$ cat src/rtl/wishbone_master_adapter_if.sv
// rtl/wishbone_master_adapter_if.sv - core request/response and Wishbone initiator signal bundle
interface wishbone_master_adapter_if;
   logic        req_valid_i;
   logic        req_ready_o;
   logic        req_we_i;
   logic [31:0] req_addr_i;
   logic [31:0] req_wdata_i;
   logic [3:0]  req_sel_i;
   logic        resp_valid_o;
   logic [31:0] resp_rdata_o;
   logic        resp_err_o;
   logic [31:0] wb_addr_o;
   logic [31:0] wb_data_o;
   logic [31:0] wb_data_i;
   logic        wb_we_o;
   logic [3:0]  wb_sel_o;
   logic        wb_stb_o;
   logic        wb_cyc_o;
   logic        wb_ack_i;

   modport master (
      input  req_valid_i, req_we_i, req_addr_i, req_wdata_i, req_sel_i,
      input  wb_data_i, wb_ack_i,
      output req_ready_o, resp_valid_o, resp_rdata_o, resp_err_o,
      output wb_addr_o, wb_data_o, wb_we_o, wb_sel_o, wb_stb_o, wb_cyc_o
   );

   modport slave (
      output req_valid_i, req_we_i, req_addr_i, req_wdata_i, req_sel_i,
      output wb_data_i, wb_ack_i,
      input  req_ready_o, resp_valid_o, resp_rdata_o, resp_err_o,
      input  wb_addr_o, wb_data_o, wb_we_o, wb_sel_o, wb_stb_o, wb_cyc_o
   );
endinterface

$ cat src/rtl/wishbone_master_adapter.sv
// rtl/wishbone_master_adapter.sv - one Wishbone classic cycle per core load/store, with ACK timeout
module wishbone_master_adapter #(
   parameter int TIMEOUT_CYCLES = 16,
   parameter int CNT_W          = 8
) (
   input  logic                       clk_i,
   input  logic                       rst_n_i,
   wishbone_master_adapter_if.master  bus
);
   localparam logic [1:0] S_IDLE = 2'd0;
   localparam logic [1:0] S_BUSY = 2'd1;
   localparam logic [1:0] S_RESP = 2'd2;

   localparam logic [CNT_W-1:0] CNT_LAST =
      (TIMEOUT_CYCLES == 0) ? '0 : CNT_W'(TIMEOUT_CYCLES - 1);

   logic [1:0]       r_state;
   logic [CNT_W-1:0] r_cnt;
   logic             r_cyc;
   logic             r_we;
   logic [31:0]      r_addr;
   logic [31:0]      r_wdata;
   logic [3:0]       r_sel;
   logic             r_resp_valid;
   logic             r_resp_err;
   logic [31:0]      r_resp_rdata;

   logic w_accept;
   logic w_timeout;

   assign w_accept  = bus.req_valid_i && (r_state == S_IDLE);
   assign w_timeout = (TIMEOUT_CYCLES != 0) && (r_cnt == CNT_LAST);

   always_ff @(posedge clk_i) begin
      if (!rst_n_i) begin
         r_state      <= S_IDLE;
         r_cnt        <= '0;
         r_cyc        <= 1'b0;
         r_we         <= 1'b0;
         r_addr       <= '0;
         r_wdata      <= '0;
         r_sel        <= '0;
         r_resp_valid <= 1'b0;
         r_resp_err   <= 1'b0;
         r_resp_rdata <= '0;
      end else begin
         // Response flags are single-cycle pulses; only the BUSY exit raises them.
         r_resp_valid <= 1'b0;
         r_resp_err   <= 1'b0;
         case (r_state)
            S_IDLE: begin
               if (w_accept) begin
                  r_we    <= bus.req_we_i;
                  r_addr  <= bus.req_addr_i;
                  r_wdata <= bus.req_wdata_i;
                  r_sel   <= bus.req_sel_i;
                  r_cyc   <= 1'b1;
                  r_cnt   <= '0;
                  r_state <= S_BUSY;
               end
            end
            S_BUSY: begin
               if (bus.wb_ack_i) begin
                  r_cyc        <= 1'b0;
                  r_resp_valid <= 1'b1;
                  r_resp_rdata <= r_we ? 32'h0 : bus.wb_data_i;
                  r_state      <= S_RESP;
               end else if (w_timeout) begin
                  r_cyc        <= 1'b0;
                  r_resp_valid <= 1'b1;
                  r_resp_err   <= 1'b1;
                  r_resp_rdata <= 32'h0;
                  r_state      <= S_RESP;
               end else begin
                  r_cnt <= r_cnt + CNT_W'(1);
               end
            end
            S_RESP: begin
               r_state <= S_IDLE;
            end
            default: begin
               r_state <= S_IDLE;
               r_cyc   <= 1'b0;
            end
         endcase
      end
   end

   assign bus.req_ready_o  = (r_state == S_IDLE);
   assign bus.resp_valid_o = r_resp_valid;
   assign bus.resp_err_o   = r_resp_err;
   assign bus.resp_rdata_o = r_resp_rdata;
   assign bus.wb_cyc_o     = r_cyc;
   assign bus.wb_stb_o     = r_cyc;
   assign bus.wb_we_o      = r_we;
   assign bus.wb_addr_o    = r_addr;
   assign bus.wb_data_o    = r_wdata;
   assign bus.wb_sel_o     = r_sel;
endmodule
$ cat src/flat_wrapper.sv
// flat-port wrapper written by rule: the top's interface ports become plain ports
module wishbone_master_adapter_flat 
#(
   parameter int TIMEOUT_CYCLES = 16,
   parameter int CNT_W          = 8
)
  (clk_i, rst_n_i, bus_req_valid_i, bus_req_we_i, bus_req_addr_i, bus_req_wdata_i, bus_req_sel_i, bus_wb_data_i, bus_wb_ack_i, bus_req_ready_o, bus_resp_valid_o, bus_resp_rdata_o, bus_resp_err_o, bus_wb_addr_o, bus_wb_data_o, bus_wb_we_o, bus_wb_sel_o, bus_wb_stb_o, bus_wb_cyc_o);
  wishbone_master_adapter_if bus_i ();
  input  logic clk_i;
  input  logic rst_n_i;
  input wire logic [$bits(bus_i.req_valid_i)-1:0] bus_req_valid_i;
  input wire logic [$bits(bus_i.req_we_i)-1:0] bus_req_we_i;
  input wire logic [$bits(bus_i.req_addr_i)-1:0] bus_req_addr_i;
  input wire logic [$bits(bus_i.req_wdata_i)-1:0] bus_req_wdata_i;
  input wire logic [$bits(bus_i.req_sel_i)-1:0] bus_req_sel_i;
  input wire logic [$bits(bus_i.wb_data_i)-1:0] bus_wb_data_i;
  input wire logic [$bits(bus_i.wb_ack_i)-1:0] bus_wb_ack_i;
  output wire logic [$bits(bus_i.req_ready_o)-1:0] bus_req_ready_o;
  output wire logic [$bits(bus_i.resp_valid_o)-1:0] bus_resp_valid_o;
  output wire logic [$bits(bus_i.resp_rdata_o)-1:0] bus_resp_rdata_o;
  output wire logic [$bits(bus_i.resp_err_o)-1:0] bus_resp_err_o;
  output wire logic [$bits(bus_i.wb_addr_o)-1:0] bus_wb_addr_o;
  output wire logic [$bits(bus_i.wb_data_o)-1:0] bus_wb_data_o;
  output wire logic [$bits(bus_i.wb_we_o)-1:0] bus_wb_we_o;
  output wire logic [$bits(bus_i.wb_sel_o)-1:0] bus_wb_sel_o;
  output wire logic [$bits(bus_i.wb_stb_o)-1:0] bus_wb_stb_o;
  output wire logic [$bits(bus_i.wb_cyc_o)-1:0] bus_wb_cyc_o;
  assign bus_i.req_valid_i = bus_req_valid_i;
  assign bus_i.req_we_i = bus_req_we_i;
  assign bus_i.req_addr_i = bus_req_addr_i;
  assign bus_i.req_wdata_i = bus_req_wdata_i;
  assign bus_i.req_sel_i = bus_req_sel_i;
  assign bus_i.wb_data_i = bus_wb_data_i;
  assign bus_i.wb_ack_i = bus_wb_ack_i;
  assign bus_req_ready_o = bus_i.req_ready_o;
  assign bus_resp_valid_o = bus_i.resp_valid_o;
  assign bus_resp_rdata_o = bus_i.resp_rdata_o;
  assign bus_resp_err_o = bus_i.resp_err_o;
  assign bus_wb_addr_o = bus_i.wb_addr_o;
  assign bus_wb_data_o = bus_i.wb_data_o;
  assign bus_wb_we_o = bus_i.wb_we_o;
  assign bus_wb_sel_o = bus_i.wb_sel_o;
  assign bus_wb_stb_o = bus_i.wb_stb_o;
  assign bus_wb_cyc_o = bus_i.wb_cyc_o;
  wishbone_master_adapter #(.TIMEOUT_CYCLES(TIMEOUT_CYCLES), .CNT_W(CNT_W)) u_core (.clk_i(clk_i), .rst_n_i(rst_n_i), .bus(bus_i));
endmodule
$ cat config.mk
export PLATFORM = sky130hd
export DESIGN_NAME = wishbone_master_adapter_flat
export DESIGN_NICKNAME = d
export VERILOG_FILES = /design/src/rtl/wishbone_master_adapter_if.sv /design/src/rtl/wishbone_master_adapter.sv /design/src/flat_wrapper.sv
export SDC_FILE = /design/constraint.sdc
export NUM_CORES = 1
export LEC_CHECK = 0
export ABC_AREA = 0
export CAP_MARGIN = 20
export CORE_MARGIN = 1.5
export CORE_UTILIZATION = 35
export DETAILED_ROUTE_END_ITERATION = 8
export DONT_BUFFER_PORTS = 1
export PLACE_DENSITY = 0.48
export SETUP_SLACK_MARGIN = 0.5
export SYNTH_ARGS = -nofsm -noshare
export SYNTH_HDL_FRONTEND = slang
export SYNTH_SLANG_ARGS = --single-unit
$ cat constraint.sdc
create_clock -name clk_i -period 1.7 [get_ports clk_i]
set_input_delay 0.085 -clock clk_i [delete_from_list [all_inputs] [get_ports clk_i]]
set_output_delay 0.085 -clock clk_i [all_outputs]
set_load 0.02 [all_outputs]
==> impl_metrics.json <==
{
  "outcome": "complete, but fails checks",
  "violations": "setup timing",
  "worstRegToRegCells": 5,
  "final.setup.worst_slack_ns": -0.0171,
  "postSynthCellCount": 444,
  "cts_tree": "yes",
  "grt-ovfl-total": 0,
  "rows": 38,
  "holdPathStages": 3,
  "nets": 702,
  "fp.dieW_um": 109,
  "timing.final.crit_period_ns": 1.72,
  "synth_seq_cells": 114,
  "wl_per_cell_um": 19.6,
  "core-area_um2": 10900,
  "insertion_delay_ns": 0.50,
  "holdWs_ns": 0.0843,
  "ys_warn_count": 0,
  "async_reset_ff_share_pct": 0,
  "synth-main-ff-cell": "dfxtp_1",
  "synth_edf_count": 0,
  "critical-path-top-delay-family": "simple AND/OR/NAND/NOR gates",
  "slowest_delay_ns": 0.46,
  "hold_class": "input pin to flip-flop",
  "slowest_stage": "or4_1",
  "syn_to_final_growth_pct": 90.5,
  "grt_start_max_net_pins": 51,
  "root_buffer": "clkbuf_8",
  "maxCapViolCount": 0,
  "avgSynthCellArea_um2": 8.86,
  "required_ns": 2.12,
  "drc": 0,
  "io_pins": 211,
  "drt_iter0_markers": 262,
  "timing.rr.end": "u_core.r_cnt[7]$_SDFFE_PN0P_",
  "clkTransAtPathRegs_ns": 0.06,
  "grt_pass1_vias": 3981,
  "power.density_nw_per_um2": 1050,
  "place.gp.congestion": 0.766,
  "rsz0062_at_grt": "yes",
  "synthesis.area_um2": 3930,
  "timing.fmax_mhz": 582,
  "tightest_slew_ns": 0.850,
  "antenna_cells": 0,
  "min_from": "rst_n_i",
  "end_kind": "flip-flop",
  "dp_hpwl_mm": 6.48,
  "cts_buffer_depth": 2,
  "r2r_start": "u_core.r_cnt[1]$_SDFFE_PN0P_",
  "wl_mm": 14.6,
  "design_area_um2": 7490,
  "rrSetupSlack_ns": -0.02,
  "grt_usage_pct": 22.2,
  "peakVddDrop_v": 0.000751,
  "antenna_found_initial": 0,
  "start_util_pct": 36.1,
  "die_area_um2": 11900,
  "min_to": "u_core.bus.resp_rdata_o[0]$_SDFFE_PN0P_",
  "cp_num_buf_inv": 0,
  "vias_per_cell": 5.28,
  "drtPass1Iterations": 4,
  "fin_skew_ns": 0.00938,
  "vias": 3955,
  "drv_slew": 0,
  "port_buffers": 0,
  "seq_area_frac_synth_pct": 58.0,
  "drive_above_1_share_pct": 44.3,
  "layout_common_cells": "106 x dfxtp_1, 103 x dlygate4sd3_1, 61 x nand2_4, 48 x a21oi_2, 43 x nand2_2",
  "fin_crit_sh_pct": 101,
  "critPathArrivalTime_ns": 2.13,
  "slew_headroom_pct": 43.3,
  "startpoint_type": "flip-flop",
  "critical_path_depth": 5,
  "cts-buffers-inserted": 17,
  "grt_pass1_wl_mm": 20.0,
  "synth_cell_type_count": 33,
  "power.leakage_nw": 3.05,
  "finalSetupViolCount": 1,
  "clock_sinks": 114,
  "crit_fanout": 6,
  "antenna_left": 0,
  "final_common_cell": "dfxtp_1",
  "crit_chain": "ha_4, and3_4, a211o_1, or4_1, a31oi_1",
  "placed_cell_area_um2": 4190,
  "path_class": "flip-flop to flip-flop",
  "syn-num-nets": 550,
  "htreeDepth": 4,
  "die_h_um": 109,
  "hold_viol": 0
}
[registers in the layout, indices dropped and copies added (netlist names)]
name	count
u_core.bus.resp_valid_o	1
u_core.bus.wb_sel_o	4
u_core.bus.resp_rdata_o	32
u_core.r_state	2
u_core.r_cnt	8
u_core.bus.resp_err_o	1
u_core.bus.wb_data_o	32
u_core.bus.wb_we_o	1
u_core.bus.wb_cyc_o	1
u_core.bus.wb_addr_o	32
[cells in the mapped netlist, types with 2 or more instances]
master	number	area, um2
nand4_1	5	31.3
o211ai_1	2	15.0
nand2_1	142	533
or4_1	4	30.0
nor2_1	3	11.3
inv_1	2	7.51
nand3_1	10	50.1
a22o_1	32	280
dfxtp_1	114	2280
nor3_1	2	10.0
nand2b_1	2	12.5
a21oi_1	74	370
buf_2	10	50.1
clkbuf_1	20	75.1
a31oi_1	4	25.0
[per-layer routing]
| metal | routed length [um] | GRT usage, % |
|---|---|---|
| met2 | 7670 | 39.8 |
| met5 | 0 | 0 |
| met3 | 1160 | 7.71 |
| met1 | 5550 | 23.4 |
| met4 | 273 | 9.30 |
[worst max path at each step]
stage                                  from                      endpoint
2_1_floorplan  u_core.r_cnt[0]$_SDFFE_PN0P_  u_core.r_cnt[5]$_SDFFE_PN0P_
3_3_place_gp   u_core.r_cnt[1]$_SDFFE_PN0P_  u_core.r_cnt[5]$_SDFFE_PN0P_
3_5_place_dp   u_core.r_cnt[1]$_SDFFE_PN0P_  u_core.r_cnt[5]$_SDFFE_PN0P_
4_1_cts        u_core.r_cnt[1]$_SDFFE_PN0P_  u_core.r_cnt[5]$_SDFFE_PN0P_
5_1_grt        u_core.r_cnt[1]$_SDFFE_PN0P_  u_core.r_cnt[7]$_SDFFE_PN0P_
6_report       u_core.r_cnt[1]$_SDFFE_PN0P_  u_core.r_cnt[7]$_SDFFE_PN0P_
[logic make-up (layout without fill, tap and decap cells)]
| logic type | count (synthesis) | count (layout) | share of synthesized area (%) |
|---|---|---|---|
| flops | 114 | 114 | 58.0 |
| compound gates | 118 | 118 | 18.8 |
| buf+inv | 36 | 201 | 4.04 |
| simple gates | 175 | 175 | 18.8 |
| fa+ha+maj | 1 | 1 | 0.318 |
[report_power, final]
group	switching, mW	total (mW)	internal, mW
clock	1.24	3.56	2.31
combinational	0.569	1.23	0.662
sequential	0.295	3.11	2.81
[layout make-up]
cell class              instances  area [um2]
repair buffers                166        2060
multi-input cells             294        2350
fillers                       762        3400
well taps                     140         175
inverters                       3        11.3
clock inverters                12         156
clock buffers                  20         445
flip-flops and latches        114        2290
[worst register-to-register path: stages, from the launching register on]
cell and delay, ns:
dfxtp_4 0.35, ha_4 0.16, and3_4 0.18, a211o_1 0.32, or4_1 0.46, a31oi_1 0.17
[per-stage QoR]
| step | setup WS (ns) | power (mW) | setup TNS (ns) | util [%] | cells |
|---|---|---|---|---|---|
| after floorplan | -0.0243 | 3.44 | -0.0243 | - | 444 |
| after global placement | 0.00553 | 3.52 | 0 | 38.5 | 571 |
| after detailed placement | -0.00683 | 3.53 | -0.00683 | 38.5 | 571 |
| after CTS | 0.0244 | 7.70 | 0 | 62.1 | 735 |
| after global routing | -0.0731 | 8.19 | -0.160 | 68.8 | 749 |
| final | -0.0171 | 7.90 | -0.0171 | 68.8 | 749 |
[repair_timing]
action | 4_1_cts | 5_1_grt
pin swaps | 100 | 53
hold endpoints to repair | 112 | 0
hold buffers | 103 | 0
endpoints found under the setup margin | 116 | 115
buffers inserted | 15 | 8
resized for setup | 135 | 139
cloned | 14 | 6
(Power assumes the default switching activity.)
